--- src/rtl/pwm_pkg.sv ---
// Scale constants and FSM encoding shared by the PWM generator and decoder.
package pwm_pkg;

  localparam int DUTY_STEPS = 10;
  localparam int DUTY_W     = 4;

  typedef enum logic {
    IDLE = 1'b0,
    DIV  = 1'b1
  } state_e;

endpackage

--- src/rtl/pwm_duty_decoder_if.sv ---
// Control, PWM input and measurement results of the duty decoder.
interface pwm_duty_decoder_if #(
  parameter int CNT_W = 16
);
  import pwm_pkg::*;

  logic              ena;
  logic              ui_pwm_in;
  logic [DUTY_W-1:0] uo_duty;
  logic [CNT_W-1:0]  uo_period;
  logic [CNT_W-1:0]  uo_high;
  logic              uo_valid;
  logic              uo_overrun;
  logic              uo_timeout;

  modport master (
    output ena, ui_pwm_in,
    input  uo_duty, uo_period, uo_high, uo_valid, uo_overrun, uo_timeout
  );

  modport slave (
    input  ena, ui_pwm_in,
    output uo_duty, uo_period, uo_high, uo_valid, uo_overrun, uo_timeout
  );

endinterface

--- src/rtl/pwm_sync_edge.sv ---
// Two-flop synchronizer for the asynchronous PWM pin plus rising-edge detect.
module pwm_sync_edge (
  input  logic clk,
  input  logic rst,
  input  logic pwm_i,
  output logic s_o,
  output logic rise_o
);

  logic meta_q;
  logic s_q;
  logic s_dly_q;

  // NOTE: flops are written with <= so every stage samples the pre-edge value.
  always_ff @(posedge clk or posedge rst) begin
    if (rst) begin
      meta_q  <= 1'b0;
      s_q     <= 1'b0;
      s_dly_q <= 1'b0;
    end else begin
      meta_q  <= pwm_i;
      s_q     <= meta_q;
      s_dly_q <= s_q;
    end
  end

  assign s_o    = s_q;
  assign rise_o = s_q & ~s_dly_q;

endmodule

--- src/rtl/pwm_duty_decoder.sv ---
// Measures period and high time of a PWM input and reports the rounded duty
// in tenths via a 4-step restoring divider; flags stuck lines by timeout.
module pwm_duty_decoder
  import pwm_pkg::*;
#(
  parameter int CNT_W   = 16,
  parameter int TIMEOUT = 65535
) (
  input logic               clk,
  input logic               rst,
  pwm_duty_decoder_if.slave bus
);

  localparam int                NUM_W     = CNT_W + 4;
  localparam logic [CNT_W-1:0]  CNT_MAX   = CNT_W'(TIMEOUT);
  localparam logic [DUTY_W-1:0] DUTY_FULL = DUTY_W'(DUTY_STEPS);

  logic s;
  logic rise;

  pwm_sync_edge u_sync (
    .clk    (clk),
    .rst    (rst),
    .pwm_i  (bus.ui_pwm_in),
    .s_o    (s),
    .rise_o (rise)
  );

  state_e            state_q,    state_d;
  logic              armed_q,    armed_d;
  logic              to_fired_q, to_fired_d;
  logic [CNT_W-1:0]  per_cnt_q,  per_cnt_d;
  logic [CNT_W-1:0]  hi_cnt_q,   hi_cnt_d;
  logic [CNT_W-1:0]  p_q,        p_d;
  logic [CNT_W-1:0]  h_q,        h_d;
  logic [NUM_W-1:0]  rem_q,      rem_d;
  logic [DUTY_W-1:0] quo_q,      quo_d;
  logic [1:0]        bit_idx_q,  bit_idx_d;
  logic [DUTY_W-1:0] duty_q,     duty_d;
  logic [CNT_W-1:0]  period_q,   period_d;
  logic [CNT_W-1:0]  high_q,     high_d;
  logic              valid_q,    valid_d;
  logic              overrun_q,  overrun_d;
  logic              timeout_q,  timeout_d;

  logic [CNT_W-1:0] per_inc;
  logic [CNT_W-1:0] hi_inc;
  logic [NUM_W-1:0] num;
  logic [NUM_W-1:0] div_sub;
  logic             div_ge;

  assign per_inc = (per_cnt_q == CNT_MAX) ? per_cnt_q : per_cnt_q + CNT_W'(1);
  assign hi_inc  = (hi_cnt_q == CNT_MAX) ? hi_cnt_q : hi_cnt_q + CNT_W'(1);

  // Adding P/2 before the floor division rounds the duty to the nearest tenth.
  assign num     = NUM_W'(hi_cnt_q) * NUM_W'(DUTY_STEPS) + NUM_W'(per_cnt_q >> 1);
  assign div_sub = NUM_W'(p_q) << bit_idx_q;
  assign div_ge  = (rem_q >= div_sub);

  always_comb begin
    // NOTE: every *_d takes its hold value first so no path can infer a latch.
    state_d    = state_q;
    armed_d    = armed_q;
    to_fired_d = to_fired_q;
    per_cnt_d  = per_cnt_q;
    hi_cnt_d   = hi_cnt_q;
    p_d        = p_q;
    h_d        = h_q;
    rem_d      = rem_q;
    quo_d      = quo_q;
    bit_idx_d  = bit_idx_q;
    duty_d     = duty_q;
    period_d   = period_q;
    high_d     = high_q;
    valid_d    = 1'b0;
    overrun_d  = 1'b0;
    timeout_d  = 1'b0;

    if (bus.ena) begin
      if (rise) begin
        per_cnt_d  = CNT_W'(1);
        hi_cnt_d   = CNT_W'(1);
        to_fired_d = 1'b0;
      end else begin
        per_cnt_d = per_inc;
        if (s) hi_cnt_d = hi_inc;
      end

      case (state_q)
        IDLE: begin
          if (rise) begin
            if (!armed_q) begin
              armed_d = 1'b1;
            end else begin
              p_d       = per_cnt_q;
              h_d       = hi_cnt_q;
              rem_d     = num;
              quo_d     = '0;
              bit_idx_d = 2'd3;
              state_d   = DIV;
            end
          end else if (per_cnt_q == CNT_MAX && !to_fired_q) begin
            // A saturated counter stays put, so to_fired_q limits this to one report.
            duty_d     = s ? DUTY_FULL : '0;
            period_d   = '0;
            high_d     = '0;
            valid_d    = 1'b1;
            timeout_d  = 1'b1;
            armed_d    = 1'b0;
            to_fired_d = 1'b1;
          end
        end
        DIV: begin
          if (rise) overrun_d = 1'b1;
          if (div_ge) begin
            rem_d             = rem_q - div_sub;
            quo_d[bit_idx_q]  = 1'b1;
          end
          if (bit_idx_q == 2'd0) begin
            state_d  = IDLE;
            duty_d   = quo_d;
            period_d = p_q;
            high_d   = h_q;
            valid_d  = 1'b1;
          end else begin
            bit_idx_d = bit_idx_q - 2'd1;
          end
        end
        default: state_d = IDLE;
      endcase
    end
  end

  // NOTE: datapath registers are reset too; the result outputs must read 0 after reset.
  always_ff @(posedge clk or posedge rst) begin
    if (rst) begin
      state_q    <= IDLE;
      armed_q    <= 1'b0;
      to_fired_q <= 1'b0;
      per_cnt_q  <= '0;
      hi_cnt_q   <= '0;
      p_q        <= '0;
      h_q        <= '0;
      rem_q      <= '0;
      quo_q      <= '0;
      bit_idx_q  <= '0;
      duty_q     <= '0;
      period_q   <= '0;
      high_q     <= '0;
      valid_q    <= 1'b0;
      overrun_q  <= 1'b0;
      timeout_q  <= 1'b0;
    end else begin
      state_q    <= state_d;
      armed_q    <= armed_d;
      to_fired_q <= to_fired_d;
      per_cnt_q  <= per_cnt_d;
      hi_cnt_q   <= hi_cnt_d;
      p_q        <= p_d;
      h_q        <= h_d;
      rem_q      <= rem_d;
      quo_q      <= quo_d;
      bit_idx_q  <= bit_idx_d;
      duty_q     <= duty_d;
      period_q   <= period_d;
      high_q     <= high_d;
      valid_q    <= valid_d;
      overrun_q  <= overrun_d;
      timeout_q  <= timeout_d;
    end
  end

  assign bus.uo_duty    = duty_q;
  assign bus.uo_period  = period_q;
  assign bus.uo_high    = high_q;
  assign bus.uo_valid   = valid_q;
  assign bus.uo_overrun = overrun_q;
  assign bus.uo_timeout = timeout_q;

endmodule

--- src/flat_wrapper.sv ---
// flat-port wrapper written by rule: the top's interface ports become plain ports
module pwm_duty_decoder_flat import pwm_pkg::*;
#(
  parameter int CNT_W   = 16,
  parameter int TIMEOUT = 65535
)
  (clk, rst, bus_ena, bus_ui_pwm_in, bus_uo_duty, bus_uo_period, bus_uo_high, bus_uo_valid, bus_uo_overrun, bus_uo_timeout);
  pwm_duty_decoder_if #(.CNT_W(CNT_W)) bus_i ();
  input logic clk;
  input logic rst;
  input wire logic [$bits(bus_i.ena)-1:0] bus_ena;
  input wire logic [$bits(bus_i.ui_pwm_in)-1:0] bus_ui_pwm_in;
  output wire logic [$bits(bus_i.uo_duty)-1:0] bus_uo_duty;
  output wire logic [$bits(bus_i.uo_period)-1:0] bus_uo_period;
  output wire logic [$bits(bus_i.uo_high)-1:0] bus_uo_high;
  output wire logic [$bits(bus_i.uo_valid)-1:0] bus_uo_valid;
  output wire logic [$bits(bus_i.uo_overrun)-1:0] bus_uo_overrun;
  output wire logic [$bits(bus_i.uo_timeout)-1:0] bus_uo_timeout;
  assign bus_i.ena = bus_ena;
  assign bus_i.ui_pwm_in = bus_ui_pwm_in;
  assign bus_uo_duty = bus_i.uo_duty;
  assign bus_uo_period = bus_i.uo_period;
  assign bus_uo_high = bus_i.uo_high;
  assign bus_uo_valid = bus_i.uo_valid;
  assign bus_uo_overrun = bus_i.uo_overrun;
  assign bus_uo_timeout = bus_i.uo_timeout;
  pwm_duty_decoder #(.CNT_W(CNT_W), .TIMEOUT(TIMEOUT)) u_core (.clk(clk), .rst(rst), .bus(bus_i));
endmodule
--- config.mk ---
export PLATFORM = sky130hd
export DESIGN_NAME = pwm_duty_decoder_flat
export DESIGN_NICKNAME = d
export VERILOG_FILES = /design/src/rtl/pwm_pkg.sv /design/src/rtl/pwm_duty_decoder_if.sv /design/src/rtl/pwm_sync_edge.sv /design/src/rtl/pwm_duty_decoder.sv /design/src/flat_wrapper.sv
export SDC_FILE = /design/constraint.sdc
export NUM_CORES = 1
export LEC_CHECK = 0
export ABC_CLOCK_PERIOD_IN_PS = 12500
export BUFFER_PORTS_ARGS = -buffer_cell sky130_fd_sc_hd__buf_2
export CAP_MARGIN = 5
export CORE_MARGIN = 2
export CORE_UTILIZATION = 53
export CTS_BUF_LIST = sky130_fd_sc_hd__clkbuf_8 sky130_fd_sc_hd__clkbuf_16
export CTS_CLUSTER_DIAMETER = 40
export DETAILED_ROUTE_END_ITERATION = 8
export GPL_ROUTABILITY_DRIVEN = 0
export PLACE_DENSITY = 0.8
export SLEW_MARGIN = 20
export SYNTH_ARGS = -nofsm -noshare
export SYNTH_HDL_FRONTEND = slang
export SYNTH_HIERARCHICAL = 1
export SYNTH_SLANG_ARGS = --single-unit
--- constraint.sdc ---
create_clock -name clk -period 12.5 [get_ports clk]
set_input_delay 2.5 -clock clk [delete_from_list [all_inputs] [get_ports clk]]
set_output_delay 2.5 -clock clk [all_outputs]
set_load 0.02 [all_outputs]
==> key figures <==
Run status
  – Status: finished clean

Finish
  – Final cell count without fillers: 1,183
  – Fillers: 1,314
  – Area of the multi-input gates: 4710 µm²
  – Most common cell after layout, fill and taps aside: nand2_1
  – Final Util: 0.596
  – NumNets Final: 1,029
  – Final Cell Area: 9330 µm²
  – Register area: 3380 µm²
  – Most frequent cells in the layout: 146 x nand2_1, 135 x dfrtp_1, 78 x nor2_1, 75 x a21oi_1, 68 x ha_1
  – Ant. Diodes: 0
  – Share of layout cells above drive strength 1: 0.111
  – Area Overhead vs Synth: 11.2%

Route
  – Drt wl/cell: 17.7 µm
  – Post-DR vias/cell: 5.93
  – Via count: 7,020
  – Initial drt markers: 652
  – Routed WL: 21,000 µm
  – DR DRC count: 0
  – Pre-antenna DRT Iters: 5
  – Detail Route Antenna Nets: 0

Die
  – Die Ht: 130 µm
  – Initial Util: 0.536
  – Horiz. Die Dim: 130 µm
  – Row Count: 46
  – Core Area: 15,700 µm²
  – IO Count: 43
  – Die area: 16,900 µm²

Clock tree
  – PostCTS Resize Cnt: 0
  – # H-tree levels: 4
  – CTS tree: built
  – Hold buffer count at cts: 0
  – Clock Sinks: 135
  – Root Driver: clkbuf_16
  – Clk buf depth: 2
  – Clk pin slew, worst setup/hold paths: 0.06 ns
  – Num CTS Buffers: 17
  – Worst skew pair latency: 0.42 ns
  – Setup Buffers After CTS: 0

Placement
  – Placed cell area: 8770 µm²
  – Cell total after placement: 1,151
  – PortBufs: 42
  – DP Wirelength: 14,600 µm

Power and ir drop
  – Sw frac: 0.424
  – Pint: 1.18 mW
  – Leak: 4.71 nW
  – Pwr dens: 219 nW/µm²
  – Max rail drop VDD: 0.133 mV
  – Clock network power share: 0.233
  – Reg power frac: 0.304
  – P_sw: 0.867 mW
  – Comb pwr share: 0.463

Min path
  – Hold Crit Class: register to register
  – Hold path endpoint: u_core/u_sync/s_o
  – WHS Path Cells: 0
  – Min-delay src: u_core/u_sync/meta_q

Synth
  – Syn nets: 997
  – Syn. warnings: 6
  – Ys async rst share: 1.00
  – Average size of a mapped cell: 9.11 µm²
  – Synth Cell Area: 8400 µm²
  – Post-synthesis sequential area ratio: 0.402
  – Cells after Synth: 922
  – Main flop type after synthesis: dfrtp_1
  – Synth Register Bits: 135
  – EDFF count, synth: 0
  – Netlist cell types: 65

GRT
  – Grt ovf: 0
  – Vias in the first global route: 6,655
  – First-pass GRT wire length: 33,800 µm
  – Total Routing Usage GR: 0.256
  – Initial antenna violation count: 0
  – Largest net degree at the start of global routing: 72

Flow run
  – Max_cap viols: 0

Setup path
  – Worst r2r dst: u_core/rem_q[5]
  – Worst setup SP type: register
  – Worst Reg2Reg Path Length in Cells: 12
  – Crit path kind: register to register
  – WP data arrival: 4.57 ns
  – Worst Path Required: 12.81 ns
  – CP Max Fanout: 35
  – Reg2reg setup slack: 8.24 ns
  – Critical path capture point type: register
  – R2r startpoint: u_core/bit_idx_q[0]

STA
  – Sum Neg Setup Slack: 0 ns
  – Max Slew Vio Count: 0
  – Endpoints failing hold: 0
  – F_max: 235 MHz
  – RSZ-0062 raised after global routing: no
  – Fin crit period: 4.26 ns
  – Relative slew slack: 0.323
  – Final setup vio count: 0
  – Clock Skews: 0.00759 ns
  – Final cycle utilization of the critical path: 0.341
  – Tightest Pin Transition: 1.02 ns
  – Worst-case hold slack: 0.366 ns
==> registers in the layout (all words and copies together), names as in the netlist, 2 cells and up <==
| signal | flops |
|---|---|
| u_core/bus.uo_duty | 4 |
| u_core/quo_q | 4 |
| u_core/hi_cnt_q | 16 |
| u_core/per_cnt_q | 16 |
| u_core/p_q | 16 |
| u_core/bit_idx_q | 2 |
| u_core/bus.uo_period | 16 |
| u_core/bus.uo_high | 16 |
| u_core/rem_q | 20 |
| u_core/h_q | 16 |
==> power by group through the flow <==
stage,registers (mW),clock network (mW),logic [mW]
after CTS,0.620,0.482,0.936
after global placement,0.624,0,0.905
after floorplan,0.600,0,0.742
after detailed placement,0.628,0,0.924
final,0.622,0.477,0.948
after global routing,0.633,0.503,1.06
==> metrics by stage <==
| stage | total power [mW] | setup WS [ns] |
|---|---|---|
| floorplan | 1.34 | 6.47 |
| global placement | 1.53 | 7.92 |
| detailed placement | 1.55 | 7.89 |
| CTS | 2.04 | 8.28 |
| global route | 2.19 | 7.92 |
| finish | 2.05 | 8.24 |
==> cell usage after synthesis (all sizes together), types with 3 or more instances <==
| cell type | instances | share of area |
|---|---|---|
| a22oi | 4 | 0.0042 |
| inv | 39 | 0.017 |
| o221ai | 4 | 0.0042 |
| nor2 | 79 | 0.035 |
| or3 | 6 | 0.0045 |
| mux4 | 3 | 0.0080 |
| and2 | 3 | 0.0022 |
| or2 | 6 | 0.0045 |
| clkbuf | 23 | 0.010 |
| and4 | 3 | 0.0031 |
| a21oi | 75 | 0.045 |
| ha | 68 | 0.10 |
| a22o | 34 | 0.035 |
| nand4 | 9 | 0.0067 |
| and3 | 10 | 0.0075 |
| nand2b | 6 | 0.0045 |
| o21ai | 45 | 0.027 |
| a211oi | 10 | 0.0089 |
| nand3 | 27 | 0.017 |
| o31ai | 4 | 0.0042 |
| xor2 | 31 | 0.032 |
| o211ai | 3 | 0.0027 |
| nand2 | 146 | 0.065 |
| buf | 13 | 0.0094 |
| mux2 | 6 | 0.0080 |
| mux2i | 8 | 0.0095 |
| xnor2 | 33 | 0.034 |
| a31oi | 7 | 0.0052 |
| o21bai | 4 | 0.0036 |
| nor3 | 10 | 0.0073 |
| o21a | 9 | 0.0080 |
| dfrtp | 135 | 0.40 |
| nor2b | 14 | 0.011 |
| a21o | 16 | 0.014 |
| fa | 3 | 0.0072 |
==> routing by layer <==
layer / vias up / GRT usage / part of all wire
met5: - / 0 / 0
met4: 0 / 0.0987 / 0.031
met3: 54 / 0.0545 / 0.055
met2: 235 / 0.410 / 0.48
met1: 3409 / 0.341 / 0.44
li1: 3322 / - / -
==> worst max-delay path, cell delays in order (launching register included) <==
cell       delay (ns)
dfrtp_1          1.01
inv_1            0.24
and3_1           0.28
ha_1             0.21
fa_1             0.41
nor2b_1          0.19
o31ai_2          0.11
a21oi_1          0.23
o2111ai_1        0.19
a22oi_2          0.38
o21a_1           0.17
buf_4            0.32
mux2_2           0.37
==> cell families (layout without fill, tap and decap cells) <==
| group | Yosys count | in the layout | synth area share |
|---|---|---|---|
| flip-flops | 135 | 135 | 0.402 |
| multiplexers | 17 | 17 | 0.0256 |
| AO/OA/AOI/OAI | 234 | 234 | 0.183 |
| buffers and inverters | 75 | 120 | 0.0371 |
| adder cells (fa/ha/maj) | 71 | 71 | 0.108 |
| XOR/XNOR | 64 | 64 | 0.0668 |
| AND/OR/NAND/NOR | 326 | 326 | 0.176 |
==> area by class of cell <==
type | count | share of cell area
Clock buffer | 17 | 0.0456
Clock inverter | 15 | 0.0143
Inverter | 39 | 0.0160
Multi-Input combinational cell | 712 | 0.505
Sequential cell | 135 | 0.362
Tap cell | 216 | 0.0290
Timing Repair Buffer | 49 | 0.0282
==> worst max-delay path by stage <==
stage,slack (ns),cells after the start,end,start
2_1_floorplan,6.47,1,u_core/armed_q,rst
4_1_cts,8.28,12,u_core/rem_q[5],u_core/bit_idx_q[0]
3_3_place_gp,7.92,7,u_core/rem_q[19],bus_ena
5_1_grt,7.92,15,u_core/rem_q[18],u_core/hi_cnt_q[2]
3_5_place_dp,7.89,7,u_core/rem_q[19],bus_ena
6_report,8.24,12,u_core/rem_q[5],u_core/bit_idx_q[0]
(Power assumes the default switching activity.)
